**src/rtl/pwm_ramp_pkg.sv**
```systemverilog
// Shared types and saturating step helpers for the PWM level ramp.
// Steps are computed one bit wider than the level so they never wrap.
package pwm_ramp_pkg;

  localparam int LEVEL_W = 8;

  typedef logic [LEVEL_W-1:0] level_t;

  typedef enum logic [1:0] {
    IDLE      = 2'd0,
    RAMP_UP   = 2'd1,
    HOLD      = 2'd2,
    RAMP_DOWN = 2'd3
  } ramp_state_t;

  function automatic level_t step_up(input level_t level, input level_t goal, input level_t step);
    logic [LEVEL_W:0] sum;
    level_t           result;
    sum = {1'b0, level} + {1'b0, step};
    if (sum > {1'b0, goal}) begin
      result = goal;
    end else begin
      result = sum[LEVEL_W-1:0];
    end
    return result;
  endfunction

  // A set borrow bit means the subtraction went below zero.
  function automatic level_t step_down(input level_t level, input level_t goal, input level_t step);
    logic [LEVEL_W:0] diff;
    level_t           result;
    diff = {1'b0, level} - {1'b0, step};
    if (diff[LEVEL_W] || (diff[LEVEL_W-1:0] < goal)) begin
      result = goal;
    end else begin
      result = diff[LEVEL_W-1:0];
    end
    return result;
  endfunction

endpackage

```
**src/rtl/pwm_ramp_tick.sv**
```systemverilog
// Ramp-rate prescaler: emits a single-cycle tick every i_rate_div+1 cycles.
// i_clear restarts the count so the first tick lands i_rate_div+1 cycles later.
module pwm_ramp_tick #(
  parameter int DIV_WIDTH = 16
) (
  input  logic                 i_clk,
  input  logic                 i_rst,
  input  logic                 i_clear,
  input  logic [DIV_WIDTH-1:0] i_rate_div,
  output logic                 o_tick
);

  logic [DIV_WIDTH-1:0] r_count;
  logic                 w_hit;

  assign w_hit  = (r_count == i_rate_div);
  assign o_tick = w_hit && !i_clear;

  // A count already above a freshly lowered i_rate_div wraps through the full range.
  always_ff @(posedge i_clk) begin
    if (i_rst || i_clear) begin
      r_count <= '0;
    end else if (w_hit) begin
      r_count <= '0;
    end else begin
      r_count <= r_count + 1'b1;
    end
  end

endmodule

```
**src/rtl/pwm_level_ramp.sv**
```systemverilog
// Slew-limited level generator feeding the PWM DAC PWM_source input.
// Walks level_out toward (enable ? accepted target : 0) one STEP per prescaler tick.
module pwm_level_ramp
  import pwm_ramp_pkg::*;
#(
  parameter int DIV_WIDTH = 16,
  parameter int STEP      = 1
) (
  input  logic                 aclk,
  input  logic                 areset,
  input  logic [LEVEL_W-1:0]   target_level,
  input  logic                 target_valid,
  output logic                 target_ready,
  input  logic                 enable,
  input  logic [DIV_WIDTH-1:0] rate_div,
  output logic [LEVEL_W-1:0]   level_out,
  output logic                 settled
);

  localparam level_t STEP_L = level_t'(STEP);

  ramp_state_t r_state;
  level_t      r_target;
  level_t      r_level;
  logic        r_ready;
  logic        r_settled;

  level_t      w_goal;
  level_t      w_up_level;
  level_t      w_dn_level;
  logic        w_go_up;
  logic        w_go_dn;
  logic        w_accept;
  logic        w_ramping;
  logic        w_enter_ramp;
  logic        w_clear;
  logic        w_tick;

  assign w_goal     = enable ? r_target : '0;
  assign w_go_up    = (w_goal > r_level);
  assign w_go_dn    = (w_goal < r_level);
  assign w_accept   = target_valid && r_ready;
  assign w_up_level = step_up(r_level, w_goal, STEP_L);
  assign w_dn_level = step_down(r_level, w_goal, STEP_L);

  // Entry covers both a start from IDLE/HOLD and a direction reversal.
  assign w_ramping    = (r_state == RAMP_UP) || (r_state == RAMP_DOWN);
  assign w_enter_ramp = (w_go_up && (r_state != RAMP_UP)) ||
                        (w_go_dn && (r_state != RAMP_DOWN));
  assign w_clear      = w_enter_ramp || !w_ramping;

  pwm_ramp_tick #(
    .DIV_WIDTH (DIV_WIDTH)
  ) u_tick (
    .i_clk      (aclk),
    .i_rst      (areset),
    .i_clear    (w_clear),
    .i_rate_div (rate_div),
    .o_tick     (w_tick)
  );

  always_ff @(posedge aclk) begin
    if (areset) begin
      r_state   <= IDLE;
      r_target  <= '0;
      r_level   <= '0;
      r_ready   <= 1'b1;
      r_settled <= 1'b1;
    end else begin
      if (w_accept) begin
        r_target <= target_level;
      end

      case (r_state)
        IDLE, HOLD: begin
          if (w_go_up) begin
            r_state   <= RAMP_UP;
            r_ready   <= 1'b0;
            r_settled <= 1'b0;
          end else if (w_go_dn) begin
            r_state   <= RAMP_DOWN;
            r_ready   <= 1'b0;
            r_settled <= 1'b0;
          end
        end

        RAMP_UP: begin
          if (w_go_dn) begin
            r_state <= RAMP_DOWN;
          end else if (!w_go_up) begin
            r_state   <= (w_goal == '0) ? IDLE : HOLD;
            r_ready   <= 1'b1;
            r_settled <= 1'b1;
          end else if (w_tick) begin
            r_level <= w_up_level;
            if (w_up_level == w_goal) begin
              r_state   <= HOLD;
              r_ready   <= 1'b1;
              r_settled <= 1'b1;
            end
          end
        end

        RAMP_DOWN: begin
          if (w_go_up) begin
            r_state <= RAMP_UP;
          end else if (!w_go_dn) begin
            r_state   <= (w_goal == '0) ? IDLE : HOLD;
            r_ready   <= 1'b1;
            r_settled <= 1'b1;
          end else if (w_tick) begin
            r_level <= w_dn_level;
            if (w_dn_level == w_goal) begin
              r_state   <= (w_goal == '0) ? IDLE : HOLD;
              r_ready   <= 1'b1;
              r_settled <= 1'b1;
            end
          end
        end

        default: begin
          r_state   <= IDLE;
          r_ready   <= 1'b1;
          r_settled <= 1'b1;
        end
      endcase
    end
  end

  assign level_out    = r_level;
  assign target_ready = r_ready;
  assign settled      = r_settled;

endmodule

```
**config.mk**
```make
export PLATFORM = sky130hd
export DESIGN_NAME = pwm_level_ramp
export DESIGN_NICKNAME = d
export VERILOG_FILES = /design/src/rtl/pwm_ramp_pkg.sv /design/src/rtl/pwm_ramp_tick.sv /design/src/rtl/pwm_level_ramp.sv
export SDC_FILE = /design/constraint.sdc
export NUM_CORES = 1
export LEC_CHECK = 0
export CORE_AREA = 2 2 87 89
export CTS_BUF_LIST = sky130_fd_sc_hd__clkbuf_16
export CTS_CLUSTER_DIAMETER = 50
export DETAILED_ROUTE_END_ITERATION = 10
export DIE_AREA = 0 0 89 91
export PLACE_DENSITY = 0.66
export SYNTH_ARGS = -nofsm -noshare
export SYNTH_HDL_FRONTEND = slang
export SYNTH_HIERARCHICAL = 1
export SYNTH_SLANG_ARGS = --single-unit
```
**constraint.sdc**
```tcl
create_clock -name aclk -period 4.4 [get_ports aclk]
set_input_delay 0.66 -clock aclk [delete_from_list [all_inputs] [get_ports aclk]]
set_output_delay 0.66 -clock aclk [all_outputs]
set_load 0.02 [all_outputs]
```
### Word-level counts from Yosys, hierarchy flattened

Index checks and enable logic that the tools add are counted.

| operators by class | value |
|---|---|
| equality and inequality tests | 23 |
| reduce and logical (&&, ||, !) cells | 19 |
| order comparisons | 4 |
| add/sub/neg operators | 3 |
| muxes and demuxes | 33 |

Operators with widths:

| cell | number |
|---|---|
| 8-bit 2-to-1 mux | 9 |
| 2-bit 2-to-1 mux | 11 |
| 16-bit by 1-bit adder with 16-bit output, second input constant | 1 |
| 16-bit equality test | 1 |
| 8-bit equality test | 2 |
| 8-bit < comparator | 2 |
| 4-bit by 3-bit != test with 1-bit output, second input constant | 4 |
| 8-bit one-hot mux with 2 select lines | 1 |
| 7-bit AND reduction | 2 |
| 3-bit by 2-bit != test with 1-bit output, second input constant | 4 |
| 1-bit 2-to-1 mux | 10 |
| 2-bit != test, second input constant | 5 |
| 8-bit by 1-bit adder with 9-bit output, second input constant | 1 |
| 9-bit by 8-bit greater-than comparator with 1-bit output | 1 |
| 8-bit by 1-bit subtractor with 9-bit output, second input constant | 1 |
| 8-bit greater-than comparator | 1 |
| 8-bit logical NOT | 1 |
| 2-bit by 1-bit != test with 1-bit output, second input constant | 3 |
| 2-bit one-hot mux with 3 select lines | 1 |
| 1-bit logical OR | 5 |
| 5-bit AND reduction | 1 |
| 2-bit equality test, second input constant | 2 |
| 1-bit logical AND | 4 |
| 2-bit OR reduction | 2 |
| 6 further kinds | 7 |

| storage, ports and cells | value |
|---|---|
| input port bits | 28 |
| word-level logic and storage cells | 87 |
| register bits | 35 |
| output and inout bits | 10 |

### Logic depth before layout (Yosys ltp)

| depth | value |
|---|---|
| word-level depth | 11 |
| mapped depth | 17 |
| mapped depth without buffers | 16 |

### Cells and area by module

Netlist, hierarchy kept.

Modules (own cells, without submodules):

| module | instances | area an instance (µm²) | sequential area each (µm²) | cells an instance |
|---|---|---|---|---|
| pwm_level_ramp | 1 | 2,262.2 | 380.4 | 296 |
| pwm_ramp_tick | 1 | 912.1 | 320.3 | 100 |

### Worst setup path before layout

OpenSTA, ideal clock, no wires.

| timing path | value |
|---|---|
| path kind | flip-flop to flip-flop |
| start | register r_level[0], in the netlist level_out[0] |
| end | register r_settled, in the netlist settled |
| slack | 0.570 ns |
| arrival time | 3.708 ns |
| data required time | 4.278 ns |
| cell stages (with the launch flop) | 16 |
| buffers on the path | 2 |
| library setup time | 0.122 ns |
| clock period less this slack | 3.830 ns |
| cells stage by stage | dfxtp_1 -> buf_6 -> inv_1 -> ha_1 -> or3b_1 -> buf_2 -> o31ai_1 -> and2_4 -> clkinv_2 -> ha_1 -> o2111ai_1 -> a21o_1 -> a22o_1 -> a2111oi_0 -> a22oi_1 -> a311o_1 |

| between the ends | value |
|---|---|
| longest elaborated chain between the ends | 8 |
| elaborated cells on any way between the ends | 31 |
| those cells by class | add/sub: 2; order compare: 4; eq/ne: 9; mux: 8; reduce/logical: 8 |

Ends and longest elaborated chain:

| what | line | RTL |
|---|---|---|
| start, declared | pwm_level_ramp.sv:24 | `level_t r_level;` |
| start signal, assigned | pwm_level_ramp.sv:95 | `r_level <= w_up_level;` |
| start signal, assigned | pwm_level_ramp.sv:112 | `r_level <= w_dn_level;` |
| branches (longest 8 deep; another with 8-bit by 1-bit subtractor with 9-bit output) | n/a |  |
| end signal, assigned | pwm_level_ramp.sv:68 | `r_settled <= 1'b1;` |
| end signal, assigned | pwm_level_ramp.sv:79 | `r_settled <= 1'b0;` |
| end signal, assigned | pwm_level_ramp.sv:83 | `r_settled <= 1'b0;` |
| end, declared | pwm_level_ramp.sv:26 | `logic r_settled;` |

Parallel ways; which one is timed is not known. The select of a mux whose other input is x is not followed.
A chain may end at the register's enable or synchronous reset.

### Worst setup path in the final report

Same ends and word-level chain as after synthesis.

==> impl_table.tex <==
\begin{tabular}{lr}
\hline
Metric & Value \\
\hline
\multicolumn{2}{l}{\textbf{Route}} \\
Drc violations & 0 \\
Total wire length after detailed routing & 9.311 mm \\
Via count normalized by instance count & 5.839 \\
Overall via count from detail\_route & approximately 3,200 \\
Initial DRC count & approximately 170 \\
Wire per inst & about 17 µm \\
Residual antenna-violating net count after detailed routing & 0 \\
First-pass detailed-route iteration total & 5 \\
\multicolumn{2}{l}{\textbf{GRT}} \\
Pin count of the biggest net entering global routing & 21 \\
Via count of the first global-routing pass & 3,063 \\
Total GRT Usage & 23.40\% \\
Antenna violations before repair & 0 \\
First-pass GRT wire length & roughly 15 mm \\
Leftover overflow at the end of global routing & 0 \\
\multicolumn{2}{l}{\textbf{STA}} \\
Final-layout worst hold slack & about 450 ps \\
Final-report max-slew violation count & 0 \\
Min Tclk post-route & approximately 4000 ps \\
Final total negative setup slack & 0 ps \\
Number of hold violations in the final report & 0 \\
Setup repair after global routing missed its margin & no \\
Remaining max-slew budget at the tightest pin & approximately 45\% \\
Fmax & between 0.2 and 0.3 GHz \\
Fin crit share & between 90\% and 100\% \\
Slew at the pin with the worst max-slew slack & approximately 830 ps \\
Layout Skew & 8.787 ps \\
Count of final setup violators & 0 \\
\multicolumn{2}{l}{\textbf{Die}} \\
Top-Level Pins & 38 \\
Std-Cell Rows & 31 \\
CORE AREA & 0.007137 mm² \\
Initial core utilization & $\sim$44\% \\
Die height & between 90 and 100 µm \\
Area enclosed by the die boundary & about 0.0081 mm² \\
Floorplan die width & around 89 µm \\
\multicolumn{2}{l}{\textbf{Final layout}} \\
Final nets & slightly below 500 \\
Area growth from synthesis to layout & 22.90\% \\
Proportion of layout cells with a drive suffix above 1 & approximately 11\% \\
Number of inserted filler cells in the final layout & just over 700 \\
Antenna Cells & 0 \\
\multicolumn{2}{l}{\textbf{Setup path}} \\
Worst path most repeated cell & sky130\_fd\_sc\_hd\_\_ha\_1 \\
Critical path's slowest cell & sky130\_fd\_sc\_hd\_\_a2111oi\_0 \\
Category of the worst setup path capture point & flop \\
End of the worst register-to-register path & settled \\
Reg2Reg Setup Slack & approximately 400 ps \\
Data required time at the worst endpoint & $\sim$4600 ps \\
Top fanout value on the critical path & 6 \\
Crit Path Class & reg -> reg \\
Data arrival time of the critical path & between 4000 and 5000 ps \\
Worst path cell trace & inv\_1 -> ha\_1 -> or3b\_1 -> o31ai\_1 -> and2\_4 -> clkinv\_2 -> ha\_1 -> o2111ai\_1 -> a21o\_1 -> a22o\_1 -> a2111oi\_0 -> a22oi\_1 -> a311o\_1 \\
Worst flop-to-flop path startpoint & level\_out[0] \\
Setup crit start kind & flop \\
Number of buffer and inverter instances along the worst setup path & 2 \\
Max incr delay on CP & around 530 ps \\
Critical path's top delay family & compound AO/OA/AOI/OAI gates \\
Critical Path Start & level\_out[0] \\
R2R cell count & 13 \\
\multicolumn{2}{l}{\textbf{Placed design}} \\
Number of buffers added on ports & 37 \\
Placer's final routability congestion estimate & 0.9989 \\
Half-perimeter wire length of the detailed placement result & 7.281 mm \\
\multicolumn{2}{l}{\textbf{Clock tree}} \\
Maximum clock insertion buffer count & 2 \\
Post-CTS setup repair buffer count & 0 \\
\# clock sinks & 35 \\
TritonCTS Buffers & 5 \\
Cts repair resizes & 0 \\
CTS H-tree lvls & 2 \\
Clock slew at reported path FFs & about 60 ps \\
CTS tree & done \\
Worst-skew pair later-pin latency & 280 ps \\
Root buffer cell & sky130\_fd\_sc\_hd\_\_clkbuf\_16 \\
Hold buffer count at cts & 0 \\
\multicolumn{2}{l}{\textbf{Logic synthesis}} \\
Post-synthesis register bit count & 35 \\
Number of distinct standard cells referenced by the synthesized netlist & between 60 and 70 \\
Post-synthesis cell count & 396 \\
Net count after synthesis & 450 \\
Synthesized area & approximately 0.0032 mm² \\
Most used DFF post-synth & sky130\_fd\_sc\_hd\_\_dfxtp\_1 \\
Yosys warning total & 6 \\
Async S/R FF share, synth & 0\% \\
Part of the Yosys area used for sequential elements & between 20 and 25\% \\
Number of synthesized flops with an enable pin & 0 \\
Mean instance size in the synthesized netlist & around 8 µm² \\
\multicolumn{2}{l}{\textbf{Outcome}} \\
Result of the run & completed \\
\multicolumn{2}{l}{\textbf{Min path}} \\
Worst hold path startpoint & r\_target[5] \\
Class of the tightest hold or removal check & reg -> reg \\
End point of the most critical hold path & r\_target[5] \\
WHS Path Cells & 2 \\
\multicolumn{2}{l}{\textbf{Power and ir drop}} \\
Power density over cell area & about 300 mW/mm² \\
IR Drop Worst-Case VDD & 0.0001568 V \\
Leakage power & $\sim$1.5 nW \\
\multicolumn{2}{l}{\textbf{Run}} \\
Max-cap violations & 0 \\
\hline
\end{tabular}
-- cell families after synthesis --
family	after synthesis	synth area share, %
AOI/OAI and AO/OA	98	21.80
xor gates and xnor gates	54	15.33
adders and majority gates	26	10.25
buffers and inverters	47	6.267
DFF	35	22.07
muxes	3	0.9854
and+or+nand+nor	133	23.30
-- flip-flops by register name, summed over array words and instances, names as in the netlist --
name,flops
r_state,2
r_target,8
u_tick/r_count,16
settled,1
level_out,8
-- power breakdown --
part / internal (mW) / switching, mW / leakage, nW / total [mW]
clock network: 0.267 / 0.139 / 0.0838 / 0.406
logic: 0.176 / 0.199 / 1.10 / 0.374
registers: 0.342 / 0.0533 / 0.284 / 0.395
-- Yosys cell counts, drive strengths merged, types with 4 or more instances --
cell,count,share of area [%]
xnor2,46,13
dfxtp,35,22
nand2,35,4.1
a21oi,29,4.6
ha,26,10
inv,24,2.8
nor3,22,3.5
nand3,21,3.3
clkbuf,14,1.7
nor2,14,1.7
o21ai,12,1.9
nand4,10,2.4
a211oi,9,2.6
nor4,9,2.7
a21o,8,1.9
buf,8,1.6
xor2,7,1.9
o211ai,6,1.4
a221oi,4,1.3
o2111ai,4,1.3
o31ai,4,0.95
-- tightest hold or removal path, stage by stage (launching register included) --
cell	delay [ps]
sky130_fd_sc_hd__dfxtp_1	310
sky130_fd_sc_hd__nand2_1	50
sky130_fd_sc_hd__a21oi_1	50
-- metrics by stage --
| step | cells | util, % | power (mW) | area, µm² | setup WS [ps] |
|---|---|---|---|---|---|
| after floorplan | 396 | - | 0.6298 | 3174 | 569.8 |
| after global placement | 532 | 52.26 | 0.7648 | 3730 | 232.8 |
| after detailed placement | 532 | 52.26 | 0.7706 | 3730 | 211.2 |
| after CTS | 540 | 54.63 | 1.178 | 3899 | 416.3 |
| after global routing | 540 | 54.66 | 1.240 | 3901 | 68.75 |
| final | 540 | 54.66 | 1.175 | 3901 | 406.8 |
-- cell type report --
| cell class | count | area, µm² | area share [%] |
|---|---|---|---|
| Inverter | 25 | 95.09 | 2.437 |
| Multi-Input combinational cell | 314 | 2275 | 58.31 |
| Clock buffer | 5 | 125.1 | 3.207 |
| Tap cell | 99 | 123.9 | 3.175 |
| Clock inverter | 3 | 43.79 | 1.123 |
| Sequential cell | 35 | 700.7 | 17.96 |
| Timing Repair Buffer | 59 | 538.0 | 13.79 |
-- worst max-delay path by stage --
stage / to / slack (ps) / depth (start not counted)
5_1_grt: settled / 70 / 13
3_5_place_dp: settled / 210 / 14
6_report: settled / 410 / 13
3_3_place_gp: r_state[1] / 230 / 17
4_1_cts: settled / 420 / 13
2_1_floorplan: settled / 570 / 15
-- cells in the final DEF, fill, tap and decap left out, types with 7 or more instances in the layout --
master / count
sky130_fd_sc_hd__xor2_1: 7
sky130_fd_sc_hd__dfxtp_1: 35
sky130_fd_sc_hd__xnor2_1: 46
sky130_fd_sc_hd__nor4_1: 7
sky130_fd_sc_hd__ha_1: 26
sky130_fd_sc_hd__o21ai_0: 12
sky130_fd_sc_hd__nor2_1: 13
sky130_fd_sc_hd__a21oi_1: 29
sky130_fd_sc_hd__nand4_1: 9
sky130_fd_sc_hd__nand3_1: 21
sky130_fd_sc_hd__a21o_1: 8
sky130_fd_sc_hd__buf_4: 22
sky130_fd_sc_hd__nand2_1: 35
sky130_fd_sc_hd__nor3_1: 22
sky130_fd_sc_hd__inv_1: 24
sky130_fd_sc_hd__clkdlybuf4s50_1: 36
-- routing by layer --
metal  routed length [µm]  track usage [%]
met2                 4397            39.05
met4                  373            9.701
met5                    0                0
met1                 3821            28.49
met3                  719            5.273
Power figures use the tool's default switching activity.
